File: src/rtl/inst_encoder.sv
// Descriptor-to-RV32I instruction packer. Accepts one decoded descriptor per
// cycle, encodes it, and writes the word to imem at an auto-incrementing
// byte address starting from a programmable base.
module inst_encoder #(
  parameter int unsigned ADDR_W = 32,
  parameter int unsigned DEPTH  = 256,
  parameter int unsigned CNT_W  = 9
) (
  input  logic              clk,
  input  logic              rst_n,
  input  logic              start,
  input  logic [ADDR_W-1:0] base_addr,
  input  logic              cmd_valid,
  output logic              cmd_ready,
  input  logic [3:0]        cmd_op,
  input  logic [4:0]        cmd_rd,
  input  logic [4:0]        cmd_rs1,
  input  logic [4:0]        cmd_rs2,
  input  logic [31:0]       cmd_imm,
  input  logic              cmd_last,
  output logic              imem_we,
  output logic [ADDR_W-1:0] imem_addr,
  output logic [31:0]       imem_wdata,
  output logic [CNT_W-1:0]  wr_count,
  output logic              done,
  output logic              err,
  output logic [1:0]        err_code
);

  typedef enum logic [1:0] {S_IDLE, S_RUN, S_ERR} state_e;
  typedef enum logic [1:0] {E_NONE = 2'b00, E_OP = 2'b01, E_IMM = 2'b10, E_OVF = 2'b11} err_e;
  typedef enum logic [3:0] {
    OP_BEQ, OP_LW, OP_SW, OP_ADDI, OP_ADD, OP_SUB,
    OP_XOR, OP_SRL, OP_OR, OP_AND, OP_JALR
  } op_e;

  state_e            state_q, state_d;
  err_e              code_q, code_d;
  logic [ADDR_W-1:0] ptr_q, ptr_d;
  logic [ADDR_W-1:0] addr_q, addr_d;
  logic [31:0]       wdata_q, wdata_d;
  logic [CNT_W-1:0]  cnt_q, cnt_d;
  logic              we_q, we_d;
  logic              done_q, done_d;
  logic              err_q, err_d;

  logic [31:0] word;
  logic        op_illegal;
  logic        imm_bad;
  logic        fits_12;
  logic        fits_b;

  // Sign-extension checks: upper bits must all replicate the sign bit.
  assign fits_12 = (cmd_imm[31:11] == '0) || (cmd_imm[31:11] == '1);
  assign fits_b  = (cmd_imm[31:12] == '0) || (cmd_imm[31:12] == '1);

  // Pack the current descriptor and classify op/immediate legality.
  always_comb begin
    word       = '0;
    op_illegal = 1'b0;
    imm_bad    = 1'b0;
    case (cmd_op)
      OP_BEQ: begin
        word    = {cmd_imm[12], cmd_imm[10:5], cmd_rs2, cmd_rs1, 3'b000,
                   cmd_imm[4:1], cmd_imm[11], 7'b1100011};
        imm_bad = !fits_b || cmd_imm[0];
      end
      OP_LW: begin
        word    = {cmd_imm[11:0], cmd_rs1, 3'b010, cmd_rd, 7'b0000011};
        imm_bad = !fits_12;
      end
      OP_SW: begin
        word    = {cmd_imm[11:5], cmd_rs2, cmd_rs1, 3'b010, cmd_imm[4:0], 7'b0100011};
        imm_bad = !fits_12;
      end
      OP_ADDI: begin
        word    = {cmd_imm[11:0], cmd_rs1, 3'b000, cmd_rd, 7'b0010011};
        imm_bad = !fits_12;
      end
      OP_ADD:  word = {7'b0000000, cmd_rs2, cmd_rs1, 3'b000, cmd_rd, 7'b0110011};
      OP_SUB:  word = {7'b0100000, cmd_rs2, cmd_rs1, 3'b000, cmd_rd, 7'b0110011};
      OP_XOR:  word = {7'b0000000, cmd_rs2, cmd_rs1, 3'b100, cmd_rd, 7'b0110011};
      OP_SRL:  word = {7'b0000000, cmd_rs2, cmd_rs1, 3'b101, cmd_rd, 7'b0110011};
      OP_OR:   word = {7'b0000000, cmd_rs2, cmd_rs1, 3'b110, cmd_rd, 7'b0110011};
      OP_AND:  word = {7'b0000000, cmd_rs2, cmd_rs1, 3'b111, cmd_rd, 7'b0110011};
      OP_JALR: begin
        word    = {cmd_imm[11:0], cmd_rs1, 3'b000, cmd_rd, 7'b1100111};
        imm_bad = !fits_12;
      end
      default: op_illegal = 1'b1;
    endcase
  end

  // Next-state: start always wins; otherwise an accepted descriptor either
  // schedules a write for the following cycle or latches an error.
  always_comb begin
    state_d   = state_q;
    code_d    = code_q;
    ptr_d     = ptr_q;
    addr_d    = addr_q;
    wdata_d   = wdata_q;
    cnt_d     = cnt_q;
    we_d      = 1'b0;
    done_d    = 1'b0;
    err_d     = err_q;
    cmd_ready = (state_q == S_RUN) && !start;

    if (start) begin
      state_d = S_RUN;
      ptr_d   = base_addr & ~ADDR_W'(3);
      cnt_d   = '0;
      err_d   = 1'b0;
      code_d  = E_NONE;
    end else if (cmd_valid && cmd_ready) begin
      if (op_illegal || imm_bad || (cnt_q == CNT_W'(DEPTH))) begin
        state_d = S_ERR;
        err_d   = 1'b1;
        if (op_illegal)   code_d = E_OP;
        else if (imm_bad) code_d = E_IMM;
        else              code_d = E_OVF;
      end else begin
        we_d    = 1'b1;
        addr_d  = ptr_q;
        wdata_d = word;
        ptr_d   = ptr_q + ADDR_W'(4);
        cnt_d   = cnt_q + 1'b1;
        done_d  = cmd_last;
        if (cmd_last) state_d = S_IDLE;
      end
    end
  end

  // State and output registers; reset drops any scheduled write.
  always_ff @(posedge clk or negedge rst_n) begin
    if (!rst_n) begin
      state_q <= S_IDLE;
      code_q  <= E_NONE;
      ptr_q   <= '0;
      addr_q  <= '0;
      wdata_q <= '0;
      cnt_q   <= '0;
      we_q    <= 1'b0;
      done_q  <= 1'b0;
      err_q   <= 1'b0;
    end else begin
      state_q <= state_d;
      code_q  <= code_d;
      ptr_q   <= ptr_d;
      addr_q  <= addr_d;
      wdata_q <= wdata_d;
      cnt_q   <= cnt_d;
      we_q    <= we_d;
      done_q  <= done_d;
      err_q   <= err_d;
    end
  end

  assign imem_we    = we_q;
  assign imem_addr  = addr_q;
  assign imem_wdata = wdata_q;
  assign wr_count   = cnt_q;
  assign done       = done_q;
  assign err        = err_q;
  assign err_code   = code_q;

endmodule

File: config.mk
export PLATFORM = sky130hd
export DESIGN_NAME = inst_encoder
export DESIGN_NICKNAME = d
export VERILOG_FILES = /design/src/rtl/inst_encoder.sv
export SDC_FILE = /design/constraint.sdc
export NUM_CORES = 1
export LEC_CHECK = 0
export ABC_AREA = 1
export CAP_MARGIN = 20
export CORE_MARGIN = 4
export CORE_UTILIZATION = 54
export CTS_BUF_LIST = sky130_fd_sc_hd__clkbuf_8
export CTS_CLUSTER_SIZE = 28
export DETAILED_ROUTE_END_ITERATION = 6
export PLACE_DENSITY = 0.88
export SLEW_MARGIN = 20
export SYNTH_ARGS = -nofsm -noshare
export SYNTH_HDL_FRONTEND = slang
export SYNTH_SLANG_ARGS = --single-unit
File: constraint.sdc
create_clock -name clk -period 3 [get_ports clk]
set_clock_uncertainty 0.15 [all_clocks]
set_input_delay 0.9 -clock clk [delete_from_list [all_inputs] [get_ports clk]]
set_output_delay 0.9 -clock clk [all_outputs]
set_load 0.02 [all_outputs]
==> metrics.md <==
| Metric | Value |
|---|---|
| Synthesis Warnings | 0 |
| FF-to-FF path depth | 11 |
| Met2 WL post-DR | 7.530 mm |
| Hold Path Class | in -> async |
| Flop2flop setup slack | 0.69 ns |
| CP Class | in -> out |
| Number of clock sinks | 106 |
| Pre-CTS setup slack | -0.01128 ns |
| Share of cells above drive strength 1 | 5.717% |
| Setup violators final | 0 |
| Worst relative slew slack | 66.05% |
| Rows | 38 |
| Tmin final | 2.894 ns |
| Commonest cells after routing, fill and taps aside | 340 x nand2_1, 159 x clkdlybuf4s50_1, 106 x dfrtp_1 |
| GR Util All Layers | 24.97% |
| Syn avg cell area | 7.245 um^2 |
| TNS Setup | 0 ns |
| Antenna diode count | 0 |
| Clock-pin slew on the worst setup and hold paths | 0.10 ns |
| Fmax | 345.5 MHz |
| Seq/Total Area, Yosys | 43.90% |
| Post_cts resized | 0 |
| Drt wl/cell | 13.97 um |
| Starting density of the core | 55.49% |
| Multi-input gate area | 2899 um^2 |
| Core ar. | 10890 um^2 |
| Residual DRC count | 0 |
| Cts bufs inserted | 9 |
| Initial antenna violation count | 0 |
| Initial detailed-routing violation count | 405 |
| Pwr dens | 562.0 nW/um^2 |
| Hold_buf cts | 0 |
| Total congestion overflow | 0 |
| Via/cell ratio | 5.094 |
| Fillers | 851 |
| CTS max path bufs | 2 |
| R2r endpoint | ptr_q[16]$_DFFE_PN0P_ |
| Post-Synthesis Cells | 834 |
| Distinct cells, synth | 36 |
| Die area | 12940 um^2 |
| Main flop type after synthesis | dfrtp_1 |
| Static Leak | 3.739 nW |
| Sequential Area | 2653 um^2 |
| DR pass1 iterations | 5 |
| H-tree Lvls | 3 |
| RR Startpoint | ptr_q[2]$_DFFE_PN0P_ |
| Worst VDD drop | 0.3529 mV |
| RSZ-0062 raised after global routing | false |
| Critical path startpoint category | primary input |
| Area Overhead vs Synth | 32.16% |
| M1 wire length | 6.892 mm |
| Seq cells post-synth | 106 |
| CTS tree | yes |
| First-pass GRT wire length | 26.19 mm |
| Finished Layout Cells | 1137 |
| DP HPWL | 11.95 mm |
| Worst Path Required | 1.95 ns |
| IO Port Bufs | 161 |
| I/O Pins | 167 |
| Root Buffer | clkbuf_8 |
| GP Congestion | 0.9367 |
| Highest metal used | met4 |
| Period utilization | 96.48% |
| Die height | 113.8 um |
| Clk_lat worst skew | 0.37 ns |
| Setup bufs post-CTS | 0 |
| Fin nets | 1083 |
| Chip Width | 113.8 um |
| Post-synth EDFFs | 0 |
| Vias in the first global route | 5483 |
| Commonest non-fill, non-tap cell in the layout | nand2_1 |
| Slew Limit Fails | 0 |
| CP Data Arrival Time | 1.84 ns |
| Max cap viols | 0 |
| Nature of the critical path endpoint | output port |
| Status | complete, no violations |
| Crit Path Max Fanout | 2 |
| Vias | 5792 |
| Smallest setup slack after layout | 0.1055 ns |
| Final ANT Viol Nets | 0 |
| Final wirelength | 15.88 mm |
| Largest net degree at the start of global routing | 56 |
| DP Cell Count | 1121 |
| Synth async-reset ratio | 100.0% |
| Worst Tran Pin Value | 0.5092 ns |
| Area of the mapped netlist | 6042 um^2 |
| Met3 routed WL | 1.141 mm |
| Final hold violations | 0 |
[layer usage]
| layer | global-route usage, % | up-vias |
|---|---|---|
| li1 | - | 2948 |
| met1 | 34.22 | 2622 |
| met2 | 40.44 | 197 |
| met3 | 5.358 | 25 |
| met4 | 6.888 | 0 |
| met5 | 0 | - |
[cell type report]
class	count	area share (%)
repair buffers	181	22.75
inverters	57	2.742
multi-input cells	637	36.31
well taps	140	2.194
flip-flops and latches	106	33.22
clock inverters	7	1.238
clock buffers	9	1.551
[critical path, stage by stage]
cell and delay, ns:
buf_2 0.11, nor3b_2 0.20, clkdlybuf4s50_1 0.63
[kinds of logic (layout without fill, tap and decap cells)]
family	Yosys count	count (layout)	synth area share (%)
and+or+nand+nor	524	524	35.45
xor gates and xnor gates	27	27	3.914
other	1	3	0.06207
adders and majority gates	3	3	0.6213
AOI/OAI and AO/OA	80	80	7.807
buffers and inverters	93	254	8.242
DFF	106	106	43.90
[synthesized netlist by cell type (5+ instances only)]
master	number	area share [%]
nand3_1	53	4.4
clkbuf_1	6	0.37
nand4_1	9	0.93
buf_2	6	0.50
o21ai_0	32	2.7
o21ai_1	23	1.9
inv_1	53	3.3
buf_6	15	2.8
dfrtp_1	106	44
xor2_1	24	3.5
a22oi_1	5	0.62
o21ai_2	9	1.3
nor3_1	18	1.5
buf_4	6	0.75
nor2_1	91	5.7
nand2_1	340	21
[worst max path at each step]
stage / depth (start not counted) / to / slack (ns) / from
floorplan: 9 / imem_addr[26]$_DFFE_PN0P_ / 0.49 / start
global placement: 13 / imem_wdata[27]$_DFFE_PN0P_ / 0.004 / cmd_imm[21]
detailed placement: 13 / imem_wdata[26]$_DFFE_PN0P_ / -0.01 / cmd_imm[21]
CTS: 3 / cmd_ready / 0.09 / start
global route: 3 / cmd_ready / 0.05 / start
finish: 3 / cmd_ready / 0.11 / start
[metrics by stage]
step / utilization, % / area [um^2] / hold slack [ns] / total power [mW]
floorplan: - / 6050 / 0.2822 / 2.729
global placement: 71.29 / 7762 / 0.2985 / 3.482
detailed placement: 71.29 / 7762 / 0.3164 / 3.522
CTS: 73.34 / 7985 / 0.3143 / 4.509
global route: 73.34 / 7985 / 0.3150 / 4.739
finish: 73.34 / 7985 / 0.3020 / 4.488
[registers in the layout, summed over array words and instances, names as in the netlist]
signal / cells
imem_addr: 30
err_code: 2
imem_we: 1
err: 1
state_q: 2
imem_wdata: 30
wr_count: 9
done: 1
ptr_q: 30
[power breakdown]
| group | internal [mW] | total, mW | switching [mW] |
|---|---|---|---|
| Sequential | 1.72 | 1.92 | 0.201 |
| Clock | 0.478 | 1.00 | 0.523 |
| Combinational | 0.732 | 1.57 | 0.836 |
(Power assumes the default switching activity.)
